`src/rtl/div_arbiter_pkg.sv`:
```
// Shared definitions for the divider arbiter: bus widths and FSM state encoding.
// The bus widths match the default 32-bit datapath.
package div_arbiter_pkg;

  localparam int ES_TO_DIV_BUS_MD = 67;
  localparam int DIV_TO_ES_BUS_MD = 33;

  typedef enum logic [1:0] {
    IDLE  = 2'b00,
    BUSY0 = 2'b01,
    BUSY1 = 2'b10,
    DRAIN = 2'b11
  } arb_state_t;

endpackage

```
`src/rtl/div_arbiter_lane_buf.sv`:
```
// One lane's response buffer: a done flag and the captured divider result.
// A capture in the same cycle as a clear wins, so a fresh result is never lost.
module div_arbiter_lane_buf #(
  parameter int DATA_WD = 32
) (
  input  logic               clk,
  input  logic               reset,
  input  logic               capture,
  input  logic               clear,
  input  logic [DATA_WD-1:0] din,
  output logic               done,
  output logic [DATA_WD-1:0] res
);

  always_ff @(posedge clk or posedge reset) begin
    if (reset) begin
      done <= 1'b0;
      res  <= '0;
    end else if (capture) begin
      done <= 1'b1;
      res  <= din;
    end else if (clear) begin
      done <= 1'b0;
    end
  end

endmodule

```
`src/rtl/div_arbiter.sv`:
```
// Shares one iterative divider between the two EX lanes; fixed priority to lane 0,
// results are buffered per lane and ok is held until the pair advances or flushes.
module div_arbiter
  import div_arbiter_pkg::*;
#(
  parameter int DATA_WD = 32
) (
  input  logic                   clk,
  input  logic                   reset,
  input  logic [2*DATA_WD+2:0]   es0_to_div_bus,
  input  logic [2*DATA_WD+2:0]   es1_to_div_bus,
  output logic [DATA_WD:0]       div_to_es0_bus,
  output logic [DATA_WD:0]       div_to_es1_bus,
  input  logic                   advance,
  input  logic                   flush,
  output logic                   div_start,
  output logic                   div_mod,
  output logic                   div_unsigned,
  output logic [DATA_WD-1:0]     div_src1,
  output logic [DATA_WD-1:0]     div_src2,
  input  logic                   div_done,
  input  logic [DATA_WD-1:0]     div_result
);

  logic               valid0, mod0, uns0;
  logic               valid1, mod1, uns1;
  logic [DATA_WD-1:0] src1_0, src2_0, src1_1, src2_1;

  assign {valid0, mod0, uns0, src1_0, src2_0} = es0_to_div_bus;
  assign {valid1, mod1, uns1, src1_1, src2_1} = es1_to_div_bus;

  arb_state_t         state, next_state;
  logic               done0, done1;
  logic [DATA_WD-1:0] res0, res1;
  logic               req0, req1;
  logic               launch0, launch1;
  logic               cap0, cap1;
  logic               kill_done;

  assign kill_done = advance || flush;
  assign req0 = valid0 && !done0 && !kill_done;
  assign req1 = valid1 && !done1 && !kill_done;

  // A finishing lane hands the divider straight to a waiting peer to save the IDLE cycle.
  always_comb begin
    next_state = state;
    launch0    = 1'b0;
    launch1    = 1'b0;
    cap0       = 1'b0;
    cap1       = 1'b0;
    case (state)
      IDLE: begin
        if (req0) begin
          next_state = BUSY0;
          launch0    = 1'b1;
        end else if (req1) begin
          next_state = BUSY1;
          launch1    = 1'b1;
        end
      end
      BUSY0: begin
        if (flush) begin
          next_state = div_done ? IDLE : DRAIN;
        end else if (div_done) begin
          cap0 = 1'b1;
          if (req1) begin
            next_state = BUSY1;
            launch1    = 1'b1;
          end else begin
            next_state = IDLE;
          end
        end
      end
      BUSY1: begin
        if (flush) begin
          next_state = div_done ? IDLE : DRAIN;
        end else if (div_done) begin
          cap1 = 1'b1;
          if (req0) begin
            next_state = BUSY0;
            launch0    = 1'b1;
          end else begin
            next_state = IDLE;
          end
        end
      end
      DRAIN: begin
        if (div_done) next_state = IDLE;
      end
      default: next_state = IDLE;
    endcase
  end

  // Operands are latched only on launch so they stay stable for the whole divide.
  always_ff @(posedge clk or posedge reset) begin
    if (reset) begin
      state        <= IDLE;
      div_start    <= 1'b0;
      div_mod      <= 1'b0;
      div_unsigned <= 1'b0;
      div_src1     <= '0;
      div_src2     <= '0;
    end else begin
      state     <= next_state;
      div_start <= launch0 || launch1;
      if (launch0) begin
        div_mod      <= mod0;
        div_unsigned <= uns0;
        div_src1     <= src1_0;
        div_src2     <= src2_0;
      end else if (launch1) begin
        div_mod      <= mod1;
        div_unsigned <= uns1;
        div_src1     <= src1_1;
        div_src2     <= src2_1;
      end
    end
  end

  div_arbiter_lane_buf #(.DATA_WD(DATA_WD)) u_lane_buf0 (
    .clk     (clk),
    .reset   (reset),
    .capture (cap0),
    .clear   (kill_done),
    .din     (div_result),
    .done    (done0),
    .res     (res0)
  );

  div_arbiter_lane_buf #(.DATA_WD(DATA_WD)) u_lane_buf1 (
    .clk     (clk),
    .reset   (reset),
    .capture (cap1),
    .clear   (kill_done),
    .din     (div_result),
    .done    (done1),
    .res     (res1)
  );

  assign div_to_es0_bus = {res0, done0};
  assign div_to_es1_bus = {res1, done1};

endmodule

```
`config.mk`:
```
export PLATFORM = sky130hd
export DESIGN_NAME = div_arbiter
export DESIGN_NICKNAME = d
export VERILOG_FILES = /design/src/rtl/div_arbiter_pkg.sv /design/src/rtl/div_arbiter_lane_buf.sv /design/src/rtl/div_arbiter.sv
export SDC_FILE = /design/constraint.sdc
export NUM_CORES = 1
export LEC_CHECK = 0
export BUFFER_PORTS_ARGS = -buffer_cell sky130_fd_sc_hd__buf_2
export CAP_MARGIN = 15
export CORE_MARGIN = 8
export CORE_UTILIZATION = 49
export DETAILED_ROUTE_END_ITERATION = 8
export PLACE_DENSITY = 0.84
export REMOVE_ABC_BUFFERS = 1
export SLEW_MARGIN = 10
export SYNTH_ARGS = -nofsm -noshare
export SYNTH_HDL_FRONTEND = slang
export SYNTH_SLANG_ARGS = --single-unit
```
`constraint.sdc`:
```
create_clock -name clk -period 9.89 [get_ports clk]
set_clock_uncertainty 0.15 [all_clocks]
set_input_delay 0.989 -clock clk [delete_from_list [all_inputs] [get_ports clk]]
set_output_delay 0.989 -clock clk [all_outputs]
set_load 0.05 [all_outputs]
```
==> results.txt, run 1 <==
----------------------------------------------------
[Synth]
  Cell count after synthesis ... 375
  Cell area after synthesis ... 5889 µm²
  Share of synthesized flip-flops with an asynchronous set or reset ... 100.0%
  Most frequent cell after synthesis ... mux2_2
  Syn. warnings ... 0
  Dominant synthesized flop cell ... dfrtp_1
  Top cell type's share of synthesized area ... 57.36%
  Most area-consuming cells after synthesis ... dfrtp_1 (57%), mux2_2 (28%), mux2_1 (9.9%), buf_6 (0.96%), buf_4 (0.76%)
  Part of the Yosys area used for sequential elements ... 57.36%
  Number of enable-type register cells in the synthesized netlist ... 0
  Commonest cells in the netlist ... mux2_2 (144), dfrtp_1 (135), mux2_1 (52)
  Biggest area consumer among synthesized cells ... dfrtp_1
  Number of flip-flops and latches in the synthesized netlist ... 135
  Mean instance size in the synthesized netlist ... 15.71 µm²
  Number of distinct library cell variants in the gate-level netlist after synthesis ... 23

[Clock network]
  Total clock sinks ... 135
  Quantity of gates resized following cts ... 0
  Buffers inserted by post-CTS timing repair ... 0
  Number of buffers added by the clock tree synthesis step ... 17
  Maximum level of the CTS H-tree ... 4
  Clock tree from TritonCTS ... yes
  Clock Tree Root ... clkbuf_16
  Total of hold buffers inserted after clock tree synthesis ... 0
  Insertion delay of the later-clocked pin in the worst-skew pair ... 0.41 ns
  Clock transition at the registers of the reported paths ... 0.06 ns
  Number of buffers on the longest clock path ... 2

[Placed design]
  GPL Wtd Cong ... 0.8218
  Count of input and output buffers ... 303
  Place WS ... 6.283 ns
  Estimated wirelength of the detail-placed design ... 12960 µm

[Job]
  Number of maximum-capacitance constraint violations ... 0

[Route]
  Detailed-router iteration count before antenna repair ... 4
  Number of DRC markers after the initial detailed-route iteration ... 274
  DR vias/cell ... 5.195
  Vias after detailed routing ... 4364
  Count of nets left with antenna violations after detail routing ... 0
  Total DRC errors in the routed layout ... 0
  Final wirelength ... 16770 µm
  Post-detailed-route wirelength per cell ... 19.97 µm

[STA]
  Hold Worst Slack ... 0.3306 ns
  Final Critical Period ... 3.200 ns
  Max Slew Vio Count ... 0
  Number of hold violations in the final report ... 0
  Transition time at the pin with the least slew margin ... 0.8995 ns
  Worst relative slew slack ... 40.03%
  Min setup slack post-route ... 6.690 ns
  Post-route setup TNS ... 0 ns
  Final-report setup violation count ... 0
  Top achievable clock speed ... 312.5 MHz
  Unrepaired setup endpoints after global routing ... false
  Final clock period utilization by the worst path ... 32.35%

[GRT]
  Initial antenna violation count ... 1
  Global-route usage over all layers ... 21.16%
  Largest net degree at the start of global routing ... 74
  Via count of the first global-routing pass ... 4888
  First-pass GRT wire length ... 26040 µm
  Overall overflow remaining after global route ... 0

[Setup path]
  Data required time of the worst path ... 10.03 ns
  Crit path capture type ... register
  Crit path max fanout ... 66
  Cell mode on critical path ... mux2_1
  Crit path arrival time ... 3.34 ns
  Worst-path cell with the longest stage delay ... buf_4
  Class of the most critical setup path ... input pin to register
  Buffers plus inverters on the worst setup path ... 2
  Critical Path Start Type ... input pin
  Cell class contributing the biggest share of worst-path delay ... buffers and inverters
  Largest incremental delay on the critical path ... 0.67 ns
  Chain of cells forming the critical path ... buf_2, or4b_4, a211oi_4, buf_4, mux2_1, mux2_1

[Die]
  Chip Width ... 125.6 µm
  Initial Util ... 49.65%
  Die extent in y ... 125.6 µm
  Standard-cell rows ... 40
  Die footprint ... 15780 µm²
  Core region area ... 11860 µm²
  I/O pin count ... 304

[Pwr]
  PwrDens ... 409.8 nW/µm²
  VDD IR max ... 331.6 µV
  Overall Power ... 3.326 mW
  Leakage Power ... 3.990 nW

[Cells and area]
  Layout Nets ... 850
  Final design utilization ... 68.43%
  Area Overhead vs Synth ... 37.82%
  Share of layout cells above drive strength 1 ... 70.66%
  Number of inserted filler cells in the final layout ... 826
  Area of the multi-input gates ... 2366 µm²
  Flip-flop and latch area ... 3378 µm²

[Outcome]
  Status ... finished clean

[Hold path]
  Hold WC Path Type ... register to register

----------------------------------------------------
## where the power goes
part	internal (mW)	switching, mW
registers	0.826	0.150
clock network	0.427	0.230
logic	0.440	1.25
total	1.69	1.63
## per-stage QoR
step	cells	area [µm²]
after floorplan	352	5733
after global placement	807	7492
after detailed placement	807	7492
after CTS	839	8114
after global routing	840	8117
final	840	8117
## routing by layer
| layer | global-route usage [%] | vias up | wire [µm] |
|---|---|---|---|
| met5 | 0 | - | 0 |
| met4 | 8.309 | 0 | 270 |
| met3 | 9.747 | 22 | 1826 |
| met2 | 36.78 | 215 | 8633 |
| met1 | 21.78 | 2164 | 6041 |
| li1 | - | 1963 | - |
## cell families after synthesis
family,Yosys count,share of synthesized area [%]
buf+inv,25,2.783
simple gates,10,1.168
mux,196,37.48
flops,135,57.36
compound gates,9,1.211
## path summary, 6_finish.rpt
path	startpoint	end	slack, ns	depth (start not counted)
worst max-delay path	flush	div_src2[0]	6.69	6
worst min-delay path	div_src2[17]	div_src2[17]	0.33	1
worst max register to register	u_lane_buf0.done	div_src2[0]	7.03	5
worst min register to register	div_src2[17]	div_src2[17]	0.33	1
max in group asynchronous	reset	div_src1[2]	7.59	3
min in group asynchronous	reset	div_src2[4]	0.57	2
## layout make-up
cell class | count | share of cell area (%)
Antenna cell | 1 | 0.03083
Clock buffer | 19 | 5.457
Clock inverter | 13 | 2.204
Inverter | 2 | 0.1233
Multi-Input combinational cell | 215 | 29.15
Sequential cell | 135 | 41.62
Tap cell | 147 | 2.266
Timing Repair Buffer | 308 | 19.15
## layout by cell type (no fill, tap or decap), types with 2 or more instances in the layout
master     instances
bufinv_16          4
clkinv_4           3
nand2b_1           2
mux2_2           144
clkbuf_16         17
mux2_1            52
clkinv_2           5
dfrtp_1          135
o22ai_1            2
buf_4              5
a21o_1             3
buf_2            303
## state kept, by name, summed over array words and instances (netlist names)
signal	count
u_lane_buf0.res	32
div_src1	32
div_unsigned	1
div_src2	32
u_lane_buf1.res	32
div_start	1
u_lane_buf0.done	1
div_mod	1
u_lane_buf1.done	1
state	2
Power figures use the tool's default switching activity.
==> inputs of run 2 (changes only) <==
--- a/config.mk
+++ b/config.mk
@@ -8,9 +8,9 @@
 export BUFFER_PORTS_ARGS = -buffer_cell sky130_fd_sc_hd__buf_2
 export CAP_MARGIN = 15
 export CORE_MARGIN = 8
-export CORE_UTILIZATION = 49
+export CORE_UTILIZATION = 46
 export DETAILED_ROUTE_END_ITERATION = 8
-export PLACE_DENSITY = 0.84
+export PLACE_DENSITY = 0.79
 export REMOVE_ABC_BUFFERS = 1
 export SLEW_MARGIN = 10
 export SYNTH_ARGS = -nofsm -noshare
==> constraint.sdc (replaced) <==
create_clock -name clk -period 3.2 [get_ports clk]
set_clock_uncertainty 0.15 [all_clocks]
set_input_delay 0.32 -clock clk [delete_from_list [all_inputs] [get_ports clk]]
set_output_delay 0.32 -clock clk [all_outputs]
set_load 0.05 [all_outputs]
==> results.txt, run 2 (synthesis results as in run 1) <==
----------------------------------------------------
[Hold path]
  Hold WC Path Type ... input pin to register

[Setup path]
  Crit path max fanout ... 64
  Crit path capture type ... register
  Chain of cells forming the critical path ... or4b_4, a211oi_4, buf_12, mux2_1, mux2_1
  Critical Path Start Type ... register
  Largest incremental delay on the critical path ... 0.56 ns
  Crit path arrival time ... 2.75 ns
  Class of the most critical setup path ... register to register
  Cell class contributing the biggest share of worst-path delay ... multiplexers
  Worst-path cell with the longest stage delay ... or4b_4
  Cell mode on critical path ... mux2_1
  Data required time of the worst path ... 3.34 ns
  Buffers plus inverters on the worst setup path ... 1

[Pwr]
  Leakage Power ... 4.087 nW
  VDD IR max ... 891.5 µV
  PwrDens ... 1221 nW/µm²

[Cells and area]
  Area Overhead vs Synth ... 43.06%
  Commonest non-fill, non-tap cell in the layout ... buf_2
  Number of inserted filler cells in the final layout ... 899
  Final design utilization ... 67.04%
  Layout Nets ... 876
  Non-filler instance count after layout ... 889
  Share of layout cells above drive strength 1 ... 67.83%
  Leading cell types in the layout, fill and taps excluded ... buf_2 (303), mux2_2 (144), dfrtp_1 (135)

[Clock network]
  Number of buffers added by the clock tree synthesis step ... 17
  Quantity of gates resized following cts ... 0
  Insertion delay of the later-clocked pin in the worst-skew pair ... 0.41 ns
  Clock transition at the registers of the reported paths ... 0.06 ns
  Total clock sinks ... 135
  Maximum level of the CTS H-tree ... 4
  Number of buffers on the longest clock path ... 2
  Clock tree from TritonCTS ... yes
  Clock Tree Root ... clkbuf_16

[STA]
  Final-report setup violation count ... 0
  Unrepaired setup endpoints after global routing ... false
  Post-route setup TNS ... 0 ns
  Number of hold violations in the final report ... 0
  Top achievable clock speed ... 383.1 MHz
  Worst relative slew slack ... 47.01%
  Max Slew Vio Count ... 0
  Final clock period utilization by the worst path ... 81.56%
  Final Critical Period ... 2.610 ns
  Transition time at the pin with the least slew margin ... 0.7949 ns

[Route]
  Detailed-router iteration count before antenna repair ... 4
  DR vias/cell ... 5.022
  Total DRC errors in the routed layout ... 0
  Count of nets left with antenna violations after detail routing ... 0
  Vias after detailed routing ... 4465
  Final wirelength ... 17770 µm
  Number of DRC markers after the initial detailed-route iteration ... 191
  Post-detailed-route wirelength per cell ... 19.99 µm

[GRT]
  Overall overflow remaining after global route ... 0
  Via count of the first global-routing pass ... 5127
  Met1 GRT Util ... 22.42%
  Initial antenna violation count ... 4
  Busiest metal layer after global routing ... met2
  Global-route met2 utilization ... 38.20%
  Largest net degree at the start of global routing ... 76
  Met3 usage ... 9.819%
  First-pass GRT wire length ... 27740 µm
  Global-route usage over all layers ... 21.72%

[Die]
  Initial Util ... 46.86%
  Core region area ... 12570 µm²
  Die extent in y ... 129.2 µm
  Standard-cell rows ... 41
  Die footprint ... 16680 µm²
  I/O pin count ... 304
  Chip Width ... 129.2 µm

[Outcome]
  Status ... finished clean

[Placed design]
  Placed cell count ... 832
  Estimated wirelength of the detail-placed design ... 13250 µm
  Count of input and output buffers ... 303
  GPL Wtd Cong ... 0.9265

[Job]
  Number of maximum-capacitance constraint violations ... 0

----------------------------------------------------
[run 2: layout make-up]
class	count	area (µm²)	area share, %
Sequential cell	135	3378	40.10
Antenna cell	2	5.005	0.05940
Tap cell	172	215.2	2.554
Multi-Input combinational cell	215	2366	28.08
Clock buffer	20	446.7	5.301
Timing Repair Buffer	334	1852	21.98
Inverter	2	10.01	0.1188
Clock inverter	9	152.6	1.812
[run 2: power breakdown]
| part | switching, mW | internal (mW) | leakage (nW) |
|---|---|---|---|
| Clock | 0.684 | 1.31 | 0.284 |
| Sequential | 0.468 | 2.55 | 1.62 |
| Combinational | 3.89 | 1.39 | 2.19 |
| Total | 5.04 | 5.25 | 4.09 |
[run 2: routing by layer]
metal  vias up  wire length, µm
li1       2013                -
met1      2201             6382
met2       222             9078
met3        25             2009
met4         4              272
met5         -               27
[run 2: path summary, 6_finish.rpt]
path                                   from                   to  slack, ns  cells past startpoint
min                           div_result[0]   u_lane_buf0.res[0]       0.02                      2
min in group asynchronous             reset          div_src1[4]       0.47                      3
min reg2reg                    div_src2[21]         div_src2[21]       0.33                      1
max                        u_lane_buf0.done         div_src2[15]       0.59                      5
max in group asynchronous             reset  u_lane_buf1.res[17]       1.55                      4
max reg2reg                u_lane_buf0.done         div_src2[15]       0.59                      5
[run 2: metrics by stage]
step           worst slack, ns  hold WS (ns)  instance area (µm²)  power (mW)
2_1_floorplan           -1.736        0.2591                 5733       6.914
3_3_place_gp            0.5542        0.3121                 7561       8.175
3_5_place_dp            0.4999        0.3251                 7561       8.296
4_1_cts                 0.5764      0.001593                 8421       10.35
5_1_grt                 0.4787      0.008178                 8426       10.74
6_report                0.5899       0.01576                 8426       10.29
[run 2: timing repair]
action	in CTS	in global routing
buffers inserted	0	0
endpoints found under the hold margin	103	0
hold buffers	26	0
[run 2: worst register-to-register path: cells and delay by family (launching register included)]
family / cells / cell delay [ns]
AND/OR/NAND/NOR: 1 / 0.56
AO/OA/AOI/OAI: 1 / 0.33
multiplexers: 2 / 0.72
buffers and inverters: 1 / 0.33
flip-flops: 1 / 0.39
==> inputs of run 3 (changes only) <==
==> constraint.sdc (replaced) <==
create_clock -name clk -period 2.7 [get_ports clk]
set_clock_uncertainty 0.15 [all_clocks]
set_input_delay 0.27 -clock clk [delete_from_list [all_inputs] [get_ports clk]]
set_output_delay 0.27 -clock clk [all_outputs]
set_load 0.05 [all_outputs]
==> results.txt, run 3 (synthesis results as in run 1) <==
----------------------------------------------------
[Placed design]
  Cell Area, Placed ... 7666 µm²
  Count of input and output buffers ... 303
  GPL Wtd Cong ... 0.9429
  Estimated wirelength of the detail-placed design ... 13590 µm

[Setup path]
  Crit path capture type ... register
  Data required time of the worst path ... 2.84 ns
  Crit path max fanout ... 20
  Critical Path Start Type ... register
  Startpoint of the lowest-slack register-to-register path ... u_lane_buf0.done
  Crit path arrival time ... 2.67 ns
  Worst setup slack for register-to-register paths ... 0.17 ns
  Start point of the critical path ... u_lane_buf0.done
  Class of the most critical setup path ... register to register

[Outcome]
  Status ... finished clean

[Hold path]
  Hold Startpoint ... es1_to_div_bus[0]
  Hold WC Path Type ... input pin to register

[Route]
  Number of DRC markers after the initial detailed-route iteration ... 172
  Total DRC errors in the routed layout ... 0
  Post-detailed-route wirelength per cell ... 20.24 µm
  Vias after detailed routing ... 4510
  Count of nets left with antenna violations after detail routing ... 0
  Detailed-router iteration count before antenna repair ... 5
  DR vias/cell ... 4.972
  Final wirelength ... 18360 µm

[STA]
  Max Slew Vio Count ... 0
  Number of hold violations in the final report ... 0
  Worst relative slew slack ... 55.62%
  Top achievable clock speed ... 395.0 MHz
  Final clock period utilization by the worst path ... 93.77%
  Unrepaired setup endpoints after global routing ... false
  Final Critical Period ... 2.532 ns
  Transition time at the pin with the least slew margin ... 0.6657 ns
  Final-report setup violation count ... 0
  Post-route setup TNS ... 0 ns

[Die]
  I/O pin count ... 304
  Initial Util ... 46.86%
  Core region area ... 12570 µm²
  Die extent in y ... 129.2 µm
  Die footprint ... 16680 µm²
  Standard-cell rows ... 41
  Chip Width ... 129.2 µm

[Cells and area]
  Commonest non-fill, non-tap cell in the layout ... buf_2
  Layout Nets ... 893
  Share of layout cells above drive strength 1 ... 67.71%
  Number of inserted filler cells in the final layout ... 876
  Leading cell types in the layout, fill and taps excluded ... buf_2 (303), mux2_2 (144), dfrtp_1 (135)
  Area Overhead vs Synth ... 46.51%
  Area of all placed cells without fillers ... 8628 µm²

[Job]
  Number of maximum-capacitance constraint violations ... 0

[GRT]
  First-pass GRT wire length ... 27980 µm
  Overall overflow remaining after global route ... 0
  Largest net degree at the start of global routing ... 76
  Initial antenna violation count ... 2
  Global-route usage over all layers ... 21.92%
  Via count of the first global-routing pass ... 5121

[Clock network]
  Clock transition at the registers of the reported paths ... 0.06 ns
  Maximum level of the CTS H-tree ... 4
  Number of buffers on the longest clock path ... 2
  Insertion delay of the later-clocked pin in the worst-skew pair ... 0.41 ns
  Number of buffers added by the clock tree synthesis step ... 17
  Clock tree from TritonCTS ... yes
  Total clock sinks ... 135
  Clock Tree Root ... clkbuf_16

[Pwr]
  VDD IR max ... 1072 µV
  Leakage Power ... 4.192 nW
  Overall Power ... 12.33 mW
  PwrDens ... 1429 nW/µm²

----------------------------------------------------
-- run 3: changes by cell type in the layout (fill, tap and decap cells not counted), sizes merged --
cell         previous run  this run
clkbuf                 20        19
dlygate4sd3            26        34
clkinv                  2         5
buf                   308       317
diode                   2         1
clkinvlp                3         2
inv                     2         3
-- run 3: worst max-delay path: stages (launching register included) --
cell and delay [ns]:
dfrtp_1 0.39, or4b_4 0.56, a211oi_4 0.28, buf_12 0.20
buf_12 0.18, mux2_1 0.33, mux2_1 0.30
-- run 3: final timing paths --
path / end / depth (start not counted)
max reg2reg: div_src2[15] / 6
min reg2reg: div_src2[17] / 1
min in group asynchronous: div_src1[27] / 3
max: div_src2[15] / 6
max in group asynchronous: u_lane_buf1.res[17] / 4
min: div_src2[0] / 3
-- run 3: timing repair --
item / CTS / global route
resized for setup: 0 / 0
hold buffers: 34 / 0
buffers inserted: 0 / 0
hold endpoints to repair: 114 / 0
-- run 3: per-layer routing --
layer	up-vias	part of all wire, %	wire length (µm)	track usage [%]
met1	2218	37	6865	23.71
met5	-	0.071	13	0
li1	2054	-	-	-
met3	22	11	1929	8.874
met2	214	51	9273	38.11
met4	2	1.5	278	7.533
-- run 3: power breakdown --
group / total (mW) / internal, mW / switching, mW
Clock: 2.44 / 1.56 / 0.871
Combinational: 6.31 / 1.67 / 4.64
Sequential: 3.58 / 3.03 / 0.559
-- run 3: metrics by stage --
| stage | instances | setup slack (ns) | hold slack [ns] | utilization (%) |
|---|---|---|---|---|
| after floorplan | 352 | -2.236 | 0.2091 | - |
| after global placement | 841 | 0.1728 | 0.2451 | 61.00 |
| after detailed placement | 841 | 0.1340 | 0.2590 | 61.00 |
| after CTS | 906 | 0.1633 | 0.01982 | 68.63 |
| after global routing | 907 | 0.06108 | 0.04383 | 68.65 |
| final | 907 | 0.1682 | 0.04028 | 68.65 |
-- run 3: cell type report --
class	instances	area [µm²]	area share, %
Antenna cell	1	2.502	0.02900
Clock buffer	19	442.9	5.133
Clock inverter	12	176.4	2.045
Inverter	2	10.01	0.1160
Multi-Input combinational cell	215	2366	27.42
Sequential cell	135	3378	39.15
Tap cell	172	215.2	2.494
Timing Repair Buffer	351	2037	23.61
